===== src/rtl/inv_shift_rows.sv =====
// AES InvShiftRows stage: captures a state word, rotates one row per clock in place, then presents it.
// Optional macro INV_SHIFT_ROWS_FWD_EN adds the fwd port selecting the encrypt-side ShiftRows direction.
module inv_shift_rows #(
  parameter  int DIMENSION = 4,
  localparam int W         = 8 * DIMENSION * DIMENSION
) (
  input  logic         clk,
  input  logic         rst_n,
  input  logic         in_valid,
  output logic         in_ready,
  input  logic [W-1:0] in_data,
  output logic         out_valid,
  input  logic         out_ready,
  output logic [W-1:0] out_data
`ifdef INV_SHIFT_ROWS_FWD_EN
  ,
  input  logic         fwd
`endif
);

  localparam int CNT_W = $clog2(DIMENSION);

  // state   | meaning
  // S_IDLE  | waiting for a word, in_ready=1
  // S_SHIFT | rotating row r_row_cnt of r_work each cycle
  // S_DONE  | result held on out_data, out_valid=1
  typedef enum logic [1:0] {
    S_IDLE  = 2'd0,
    S_SHIFT = 2'd1,
    S_DONE  = 2'd2
  } state_t;

  state_t           r_state;
  state_t           w_state_nxt;
  logic [CNT_W-1:0] r_row_cnt;
  logic [CNT_W-1:0] w_row_cnt_nxt;
  logic [W-1:0]     r_work;
  logic [W-1:0]     w_work_nxt;
  logic [W-1:0]     w_rotated;
  logic             w_capture;
  logic             w_dir_fwd;

`ifdef INV_SHIFT_ROWS_FWD_EN
  logic r_fwd;

  always_ff @(posedge clk or negedge rst_n) begin
    if (!rst_n) begin
      r_fwd <= 1'b0;
    end else if (w_capture) begin
      r_fwd <= fwd;
    end
  end

  assign w_dir_fwd = r_fwd;
`else
  assign w_dir_fwd = 1'b0;
`endif

  // Only the row selected by r_row_cnt moves; every other byte keeps its value.
  always_comb begin
    w_rotated = r_work;
    for (int r = 0; r < DIMENSION; r++) begin
      if (r == int'(r_row_cnt)) begin
        for (int c = 0; c < DIMENSION; c++) begin
          w_rotated[W-1-8*(c*DIMENSION+r) -: 8] = w_dir_fwd
            ? r_work[W-1-8*(((c + r) % DIMENSION)*DIMENSION + r) -: 8]
            : r_work[W-1-8*(((c + DIMENSION - r) % DIMENSION)*DIMENSION + r) -: 8];
        end
      end
    end
  end

  always_comb begin
    w_state_nxt   = r_state;
    w_row_cnt_nxt = r_row_cnt;
    w_work_nxt    = r_work;
    w_capture     = 1'b0;
    in_ready      = (r_state == S_IDLE) || ((r_state == S_DONE) && out_ready);
    case (r_state)
      S_IDLE: begin
        if (in_valid) begin
          w_capture = 1'b1;
        end
      end
      S_SHIFT: begin
        w_work_nxt = w_rotated;
        if (r_row_cnt == CNT_W'(DIMENSION - 1)) begin
          w_state_nxt   = S_DONE;
          w_row_cnt_nxt = '0;
        end else begin
          w_row_cnt_nxt = r_row_cnt + 1'b1;
        end
      end
      S_DONE: begin
        if (out_ready) begin
          if (in_valid) begin
            w_capture = 1'b1;
          end else begin
            w_state_nxt = S_IDLE;
          end
        end
      end
      default: begin
        w_state_nxt   = S_IDLE;
        w_row_cnt_nxt = '0;
      end
    endcase
    if (w_capture) begin
      w_work_nxt    = in_data;
      w_row_cnt_nxt = '0;
      w_state_nxt   = S_SHIFT;
    end
  end

  always_ff @(posedge clk or negedge rst_n) begin
    if (!rst_n) begin
      r_state   <= S_IDLE;
      r_row_cnt <= '0;
      r_work    <= '0;
    end else begin
      r_state   <= w_state_nxt;
      r_row_cnt <= w_row_cnt_nxt;
      r_work    <= w_work_nxt;
    end
  end

  assign out_valid = (r_state == S_DONE);
  assign out_data  = r_work;

endmodule


===== config.mk =====
export PLATFORM = sky130hd
export DESIGN_NAME = inv_shift_rows
export DESIGN_NICKNAME = d
export VERILOG_FILES = /design/src/rtl/inv_shift_rows.sv
export SDC_FILE = /design/constraint.sdc
export NUM_CORES = 1
export LEC_CHECK = 0
export ABC_AREA = 1
export CAP_MARGIN = 20
export CORE_ASPECT_RATIO = 1.1
export CORE_MARGIN = 3
export CORE_UTILIZATION = 41
export DETAILED_ROUTE_END_ITERATION = 16
export PLACE_DENSITY_LB_ADDON = 0.3
export SYNTH_ARGS = -nofsm -noshare
export SYNTH_HDL_FRONTEND = slang
export SYNTH_SLANG_ARGS = --single-unit

===== constraint.sdc =====
create_clock -name clk -period 1.3 [get_ports clk]
set_input_delay 0.26 -clock clk [delete_from_list [all_inputs] [get_ports clk]]
set_output_delay 0.26 -clock clk [all_outputs]
set_load 0.03 [all_outputs]

==> metrics.txt, run 1 <==
status=finished with violations; failing checks=negative setup slack; GPL Wtd Cong=slightly above 0.8; final net count=1344; worst-path fanout max=32; CORE AREA=16600 µm²; Final Slew Violations=0; clock sink total=132; Critical Path AT=1.90 ns; clock slew seen by the registers of the worst setup and hold paths=around 0.060 ns; Required @ worst endpoint=1.66 ns; final clock skew=0.00817 ns; CTS tree=done; DP Wirelength=between 10000 and 15000 µm; initial DRC count=around 510; most frequent cells in the layout=nand2_1, clkdlybuf4s50_1, dfrtp_1, nand3_1, buf_4; cell repeated most along the worst path=nand2_1; Pwr Density=between 2000 and 3000 nW/µm²; storage element area=3310 µm²; worst r2r path cells=6; Power, Total=roughly 31 mW; Remaining Overflow, GRT=0; GRT Util Overall=22.4%; FF-to-FF End=out_data[3]; Routed Antenna Nets=0; layout cells sized above 1=24.3%; Final min period=1.54 ns; IR drop worst, VDD=1560 µV; RSZ-0062 raised after global routing=true; Ys Warns=0; CTS buffer count=17; Worst-Margin Slew=0.338 ns; antenna cells=0; Hold Path Class=in2async; crit path to=out_data[3]; Worst Setup SP=r_row_cnt[0]; Seq/Total Area, Yosys=between 40% and 50%; most common cell after layout, fill and taps aside=nand2_1; max_cap viols=0; Via density=5.18; Total Wirelength=~25000 µm; final worst slack=-0.237 ns; area post-placement=approximately 10000 µm²; DR vias=between 7000 and 8000; syn_area_per_cell=7.76 µm²; I/O pin total=262; vias in the first global route=6457; Syn Nets=~1000; fin crit share=118%; Pleak=5.83 nW; Slew headroom=slightly below 80%; worst reg2reg startpoint=r_row_cnt[0]; Yosys reg bits=about 130; num rows=49; final setup vio count=132; die area=18700 µm²; CTS root buffer=clkbuf_16; design area=between 10000 and 15000 µm²; CP endpoint kind=flop; CP max-delay cell=dfrtp_1; Initial Utilization=about 42%; Clock Path Buffers=2; f_max=651 MHz; Critical Path Source Type=flop; clock insertion delay at the later pin of the skew report=~0.42 ns; Die Ht=approximately 140 µm; DR DRC count=0; non-filler instance count after layout=roughly 1400; fin util=69.7%; drt pass-1 iters=7; Area growth, synth to finish=64.6%; Placed Instances=approximately 1400; R2R Setup Slk=-0.24 ns; multi-input logic area=about 3100 µm²; routed len/inst=between 15 and 20 µm; initial antenna violation count=1; Setup WS pre-CTS=-0.409 ns; Hold WS=0.261 ns; count of cell types in the netlist=21; Die Wd=131 µm; IO buf count=approximately 260; critical path class=reg2reg; first-pass GRT wire length=33300 µm; Setup TNS Final=-16.27 ns; Mapped Cells=903; H-tree levels=4; post-synth design cell area=7010 µm²; crit path cell chain=ha_1, nand3_2, buf_12, o21ai_0, nand2_1, nand2_1; pin count of the biggest net entering global routing=just over 50; slowest cell delay on critical path=just under 0.4 ns; layout filler cell count=approximately 1300; final hold violation count=0
-- logic make-up (layout without fill, tap and decap cells) --
logic type,after synthesis,after routing,synth area share [%]
AOI/OAI and AO/OA,100,100,7.16
DFF,132,132,47.1
buffers and inverters,175,491,11.0
adders and majority gates,3,3,0.535
and+or+nand+nor,493,496,34.2
-- how the worst min path moves through the flow --
stage	startpoint	endpoint	slack, ns	cells past startpoint
3_5_place_dp	rst_n	out_data[81]	0.13	1
4_1_cts	rst_n	out_data[81]	0.25	2
5_1_grt	rst_n	out_data[81]	0.28	2
3_3_place_gp	rst_n	out_data[81]	0.13	1
2_1_floorplan	rst_n	out_data[0]	-0.04	0
6_report	rst_n	out_data[81]	0.26	2
-- metal layers --
layer / GRT usage, % / up-vias / part of all wire [%]
met5: 0 / - / 0.045
met1: 29.1 / 3571 / 41
met4: 6.77 / 2 / 1.8
met2: 37.3 / 257 / 51
met3: 5.13 / 35 / 5.7
li1: - / 3526 / -
-- power breakdown --
part	switching, mW	internal [mW]	total [mW]	leakage, nW
logic	10.5	7.71	18.2	3.98
clock network	1.93	3.03	4.96	0.286
registers	1.82	6.28	8.10	1.56
total	14.2	17.0	31.2	5.83
-- worst max-delay path, delay by kind of cell, from the launching register on --
| family | cells | cell delay, ns |
|---|---|---|
| adder cells (fa/ha/maj) | 1 | 0.20 |
| AO/OA/AOI/OAI | 1 | 0.30 |
| flip-flops | 1 | 0.39 |
| AND/OR/NAND/NOR | 3 | 0.36 |
| buffers and inverters | 1 | 0.21 |
-- cells in the mapped netlist, drive strengths merged --
cell | instances | area share [%]
o21ai | 97 | 6.9
inv | 102 | 5.5
dfrtp | 132 | 47
or2 | 1 | 0.089
buf | 59 | 4.7
nand3 | 131 | 9.6
a21oi | 2 | 0.14
ha | 3 | 0.54
clkbuf | 14 | 0.79
nand3b | 96 | 10
o22ai | 1 | 0.089
nand2 | 263 | 14
nor2 | 2 | 0.21
-- timing repair --
action	4_1_cts	5_1_grt
pin swaps	2	34
hold buffers	1	0
setup endpoints to repair	167	148
buffers inserted	4	13
resized for setup	178	68
cloned	1	23
endpoints found under the hold margin	82	0
-- area by class of cell --
| cell class | count | area share, % |
|---|---|---|
| Sequential cell | 132 | 28.7 |
| Inverter | 102 | 3.32 |
| Clock inverter | 15 | 1.58 |
| Multi-Input combinational cell | 599 | 27.1 |
| Tap cell | 204 | 2.21 |
| Timing Repair Buffer | 357 | 33.5 |
| Clock buffer | 17 | 3.69 |
-- sequential cells by signal (all words and copies together) (netlist names) --
register   count
out_data     128
r_row_cnt      2
r_state        2
Power figures use the tool's default switching activity.
==> inputs of run 2 (changes only) <==
Settings changed: CELL_PAD_IN_SITES_DETAIL_PLACEMENT set to 0, CELL_PAD_IN_SITES_GLOBAL_PLACEMENT set to 1, CORE_UTILIZATION 41 to 32.
Clock period 1.3 ns to 1.6 ns, I/O delays scaled along.
==> run 2 against run 1 <==
  * Sequential power fell by 21%
  * Critical path type is now reg2out
  * Via count fell by 8.2%
  * Die area rose by 27%
  * Global-route usage fell by 4.1 points
  * The run now ends clean
  * Clock skew rose by 0.0043 ns
  * Register-to-register slack improved by 0.41 ns
  * Non-clock buffer count fell by 58
  * Worst hold slack improved by 0.076 ns
==> metrics.txt, run 2 (same netlist as run 1, synthesis figures left out) <==
critical path class=reg2out; Pwr Density=about 2100 nW/µm²; crit path cell chain=buf_4, a21oi_2, buf_4; max FFs per register=128; layout cells sized above 1=7.32%; initial DRC count=366; fin crit share=97.0%; routed len/inst=15.2 µm; num rows=56; CP max-delay cell=dfrtp_2; non-filler instance count after layout=1451; Switching Fraction=47.7%; DP Wirelength=15200 µm; CP Buf/Inv Count=2; vias in the first global route=6616; Placed Instances=~1400; final net count=1283; slowest cell delay on critical path=0.40 ns; Die Wd=147 µm; IR drop worst, VDD=1010 µV; FF-to-FF End=out_data[20]; Final Slew Violations=0; Total Wirelength=~22000 µm; Final min period=1.55 ns; CORE AREA=21400 µm²; IO buf count=261; final clock skew=0.0125 ns; Remaining Overflow, GRT=0; initial antenna violation count=1; H-tree levels=4; most frequent cells in the layout=nand2_1, dfrtp_1, clkdlybuf4s50_1, nand3_1, dlygate4sd2_1; status=finished clean; die area=23700 µm²; Worst path top cell family by delay=flip-flops; clock insertion delay at the later pin of the skew report=0.42 ns; Flop pwr share=between 20% and 30%; first-pass GRT wire length=about 35000 µm; Switch Pwr=10.7 mW; design area=roughly 11000 µm²; antenna cells=0; Critical Path AT=around 1.2 ns; layout filler cell count=2145; CP endpoint kind=output pin; DR DRC count=0; worst-path fanout max=4; Pleak=5.34 nW; worst r2r path cells=7; Clk pwr share=17.6%; Via density=4.68; I/O pin total=about 260; f_max=644 MHz; CTS tree=done; max_cap viols=0; GPL Wtd Cong=~0.76; cell repeated most along the worst path=buf_4; Hold Path Class=in2async; area post-placement=10100 µm²; Comb power frac=53.7%; fin util=49.5%; Area growth, synth to finish=51.4%; Worst-Margin Slew=0.368 ns; Critical Path Source Type=flop; Clock Path Buffers=2; RSZ-0062 raised after global routing=false; Die Ht=161 µm; GRT Util Overall=18.3%; Slew headroom=between 70% and 80%; CTS root buffer=clkbuf_16; pin count of the biggest net entering global routing=67; clock slew seen by the registers of the worst setup and hold paths=0.07 ns; Routed Antenna Nets=0; final setup vio count=0; R2R Setup Slk=around 0.17 ns; clock sink total=~130; worst reg2reg startpoint=r_state[0]; Required @ worst endpoint=1.28 ns; Initial Utilization=32.7%; DR vias=6784; Hold WS=0.338 ns; Internal=11.7 mW; final hold violation count=0; drt pass-1 iters=5; CTS buffer count=17; most common cell after layout, fill and taps aside=nand2_1
-- run 2: worst reg2reg max path, cell delays in order (launching register included) --
cell,delay [ns]
dfrtp_2,0.40
buf_4,0.16
nor2_4,0.17
buf_12,0.17
buf_12,0.16
nand3b_1,0.11
nand2_1,0.10
nand2_1,0.05
-- run 2: area by class of cell --
cell class / count / area (µm²) / area share (%)
sequential: 132 / 3300 / 31.1
clock inverter: 14 / 151 / 1.43
timing repair buffer: 299 / 3010 / 28.4
multi-input combinational: 596 / 2960 / 27.9
tap: 290 / 363 / 3.42
inverter: 102 / 383 / 3.61
clock buffer: 18 / 439 / 4.14
-- run 2: power by group through the flow --
stage	sequential, mW	clock, mW	combinational [mW]
after global routing	6.68	4.20	13.2
after floorplan	9.50	0	4.57
final	6.42	3.94	12.0
after global placement	6.54	0	13.1
after CTS	6.44	4.04	12.1
after detailed placement	6.55	0	13.2
-- run 2: worst max path at each step --
| stage | startpoint | depth (start not counted) | endpoint | slack, ns |
|---|---|---|---|---|
| finish | r_state[0] | 3 | in_ready | 0.05 |
| global route | out_data[112] | 1 | out_data[112] | 0.002 |
| CTS | out_data[21] | 1 | out_data[21] | 0.001 |
| global placement | in_valid | 8 | out_data[20] | -0.10 |
| detailed placement | in_valid | 8 | out_data[20] | -0.1 |
| floorplan | r_state[0] | 2 | in_ready | 0.30 |
-- run 2: per-stage QoR --
step / power [mW] / TNS, ns / worst slack (ns)
after detailed placement: 19.7 / -6.86 / -0.0998
after CTS: 22.6 / 0 / 0.00126
after global placement: 19.6 / -5.20 / -0.101
after floorplan: 14.1 / 0 / 0.301
final: 22.4 / 0 / 0.0478
after global routing: 24.1 / 0 / 0.00222
-- run 2: per-layer routing --
metal / vias to the layer above / routed length (µm) / GRT usage [%]
li1: 3384 / - / -
met1: 3208 / 9700 / 24.0
met2: 170 / 10900 / 30.7
met3: 20 / 1220 / 4.66
met4: 2 / 240 / 4.19
met5: - / 13 / 0
-- run 2: repair_timing --
item,CTS,global route
hold buffers,1,0
cloned,0,0
buffers inserted,1,0
endpoints found under the setup margin,130,20
gates resized for setup,132,20
endpoints found under the hold margin,25,0
==> inputs of run 3 (changes only) <==
Settings changed: CORE_MARGIN 3 to 10, HOLD_SLACK_MARGIN set to 0.02.
==> run 3 against run 2 <==
  * Flip-flop and latch count unchanged
  * Global-route usage down 1.2 points
  * Power up 4.2%
  * Critical endpoint is now out_data[23]
  * Cell count up 1.9%
  * Design area up 2.5%
  * Via count up 0.38%
  * Maximum frequency down 0.24%
  * Count of clock-buffer cells in the layout down 1
  * Die area up 19%
  * Combinational power up 5%
  * Clock power up 9.9%
  * Largest power group unchanged
  * Sequential share of layout area down 0.76 points
==> metrics.txt, run 3 (same netlist as run 1, synthesis figures left out) <==
status=finished clean; Clock Path Buffers=2; DP Wirelength=17700 µm; max FFs per register=roughly 130; num rows=56; Worst Setup SP=out_data[23]; worst reg2reg startpoint=r_row_cnt[1]; routed len/inst=16.5 µm; vias in the first global route=~7000; Pwr Density=2140 nW/µm²; worst-path fanout max=3; H-tree levels=4; IO buf count=261; first-pass GRT wire length=39200 µm; f_max=643 MHz; Critical Path AT=1.24 ns; layout cells sized above 1=9.60%; Slew headroom=69.8%; clock insertion delay at the later pin of the skew report=about 0.42 ns; Power, Total=23.3 mW; CORE AREA=roughly 21000 µm²; Worst-Margin Slew=0.448 ns; Required @ worst endpoint=approximately 1.3 ns; Total Wirelength=between 20000 and 25000 µm; Worst path top cell family by delay=buffers and inverters; fin crit share=97.2%; layout filler cell count=around 2200; RSZ-0062 raised after global routing=true; worst r2r path cells=6; Routed Antenna Nets=0; GRT Util Overall=17.1%; Die Wd=161 µm; max_cap viols=0; Die Ht=175 µm; CP Buf/Inv Count=1; CTS tree=done; final net count=1310; most frequent cells in the layout=nand2_1, dfrtp_1, clkdlybuf4s50_1, nand3_1, inv_1; CP endpoint kind=output pin; WP depth=1; antenna cells=0; Critical Path Source Type=flop; most common cell after layout, fill and taps aside=nand2_1; final hold violation count=0; Setup TNS Final=0 ns; slowest cell delay on critical path=between 0.4 and 0.5 ns; R2R Setup Slk=around 0.12 ns; multi-input logic area=roughly 3000 µm²; Pleak=5.48 nW; FF-to-FF End=out_data[112]; clock slew seen by the registers of the worst setup and hold paths=~0.07 ns; IR drop worst, VDD=between 900 and 1000 µV; crit path cell chain=dlygate4sd2_1; final setup vio count=0; critical path class=reg2out; Initial Utilization=32.7%; CTS buffer count=17; clock sink total=132; CP max-delay cell=dlygate4sd2_1; Remaining Overflow, GRT=0; crit path to=out_data[23]; die area=28200 µm²; drt pass-1 iters=6; Via density=around 4.6; GPL Wtd Cong=0.754; Hold Path Class=in2async; initial antenna violation count=0; storage element area=~3300 µm²; Final min period=about 1.6 ns; initial DRC count=303; final clock skew=0.00886 ns; CTS root buffer=clkbuf_16; Area growth, synth to finish=55.1%; Final Slew Violations=0; pin count of the biggest net entering global routing=65; I/O pin total=between 200 and 300; DR vias=6810; DR DRC count=0
==> run 3: worst min path at each step <==
stage | from | endpoint | slack [ns]
after CTS | rst_n | out_data[81] | 0.34
after global placement | rst_n | out_data[81] | 0.24
after global routing | rst_n | out_data[82] | 0.38
final | rst_n | out_data[113] | 0.36
after floorplan | rst_n | out_data[0] | 0.02
after detailed placement | rst_n | out_data[81] | 0.23
==> run 3: per-stage QoR <==
stage | setup WS [ns] | area (µm²) | hold WS (ns) | instances | util, %
detailed placement | -0.128 | 10300 | 0.235 | 1442 | 48.1
finish | 0.0441 | 10900 | 0.360 | 1478 | 50.7
floorplan | 0.301 | 7010 | 0.0244 | 903 | -
CTS | 0.00126 | 10800 | 0.342 | 1475 | 50.5
global route | -0.00895 | 10900 | 0.381 | 1478 | 50.7
global placement | -0.131 | 10300 | 0.240 | 1442 | 48.1
==> run 3: final cells by class <==
type                    instances  area share, %
clock buffers                  17           3.91
clock inverters                15           2.01
inverters                     102           3.52
multi-input cells             597           27.5
flip-flops and latches        132           30.4
well taps                     290           3.34
repair buffers                325           29.3
==> run 3: metal layers <==
layer	share of wire, %	GRT usage, %
met5	0	0
met4	1.1	4.44
met3	6.3	4.98
met2	48	27.9
met1	44	21.7
==> run 3: worst register-to-register path: stages (launching register included) <==
cell,delay (ns)
dfrtp_1,0.37
inv_1,0.07
ha_2,0.23
nand3_4,0.16
o21ai_0,0.43
nand2_1,0.09
nand2_1,0.07
==> run 3: power by group <==
group / internal [mW] / total [mW] / switching, mW
sequential: 5.10 / 6.39 / 1.29
clock: 2.66 / 4.33 / 1.67
combinational: 4.53 / 12.6 / 8.05
total: 12.3 / 23.3 / 11.0
==> run 3: timing repair <==
action | CTS | global route
gates resized for setup | 135 | 34
setup endpoints to repair | 133 | 42
hold buffers | 1 | 0
endpoints found under the hold margin | 26 | 0
pin swaps | 1 | 2
setup buffers | 1 | 2
cloned | 0 | 1
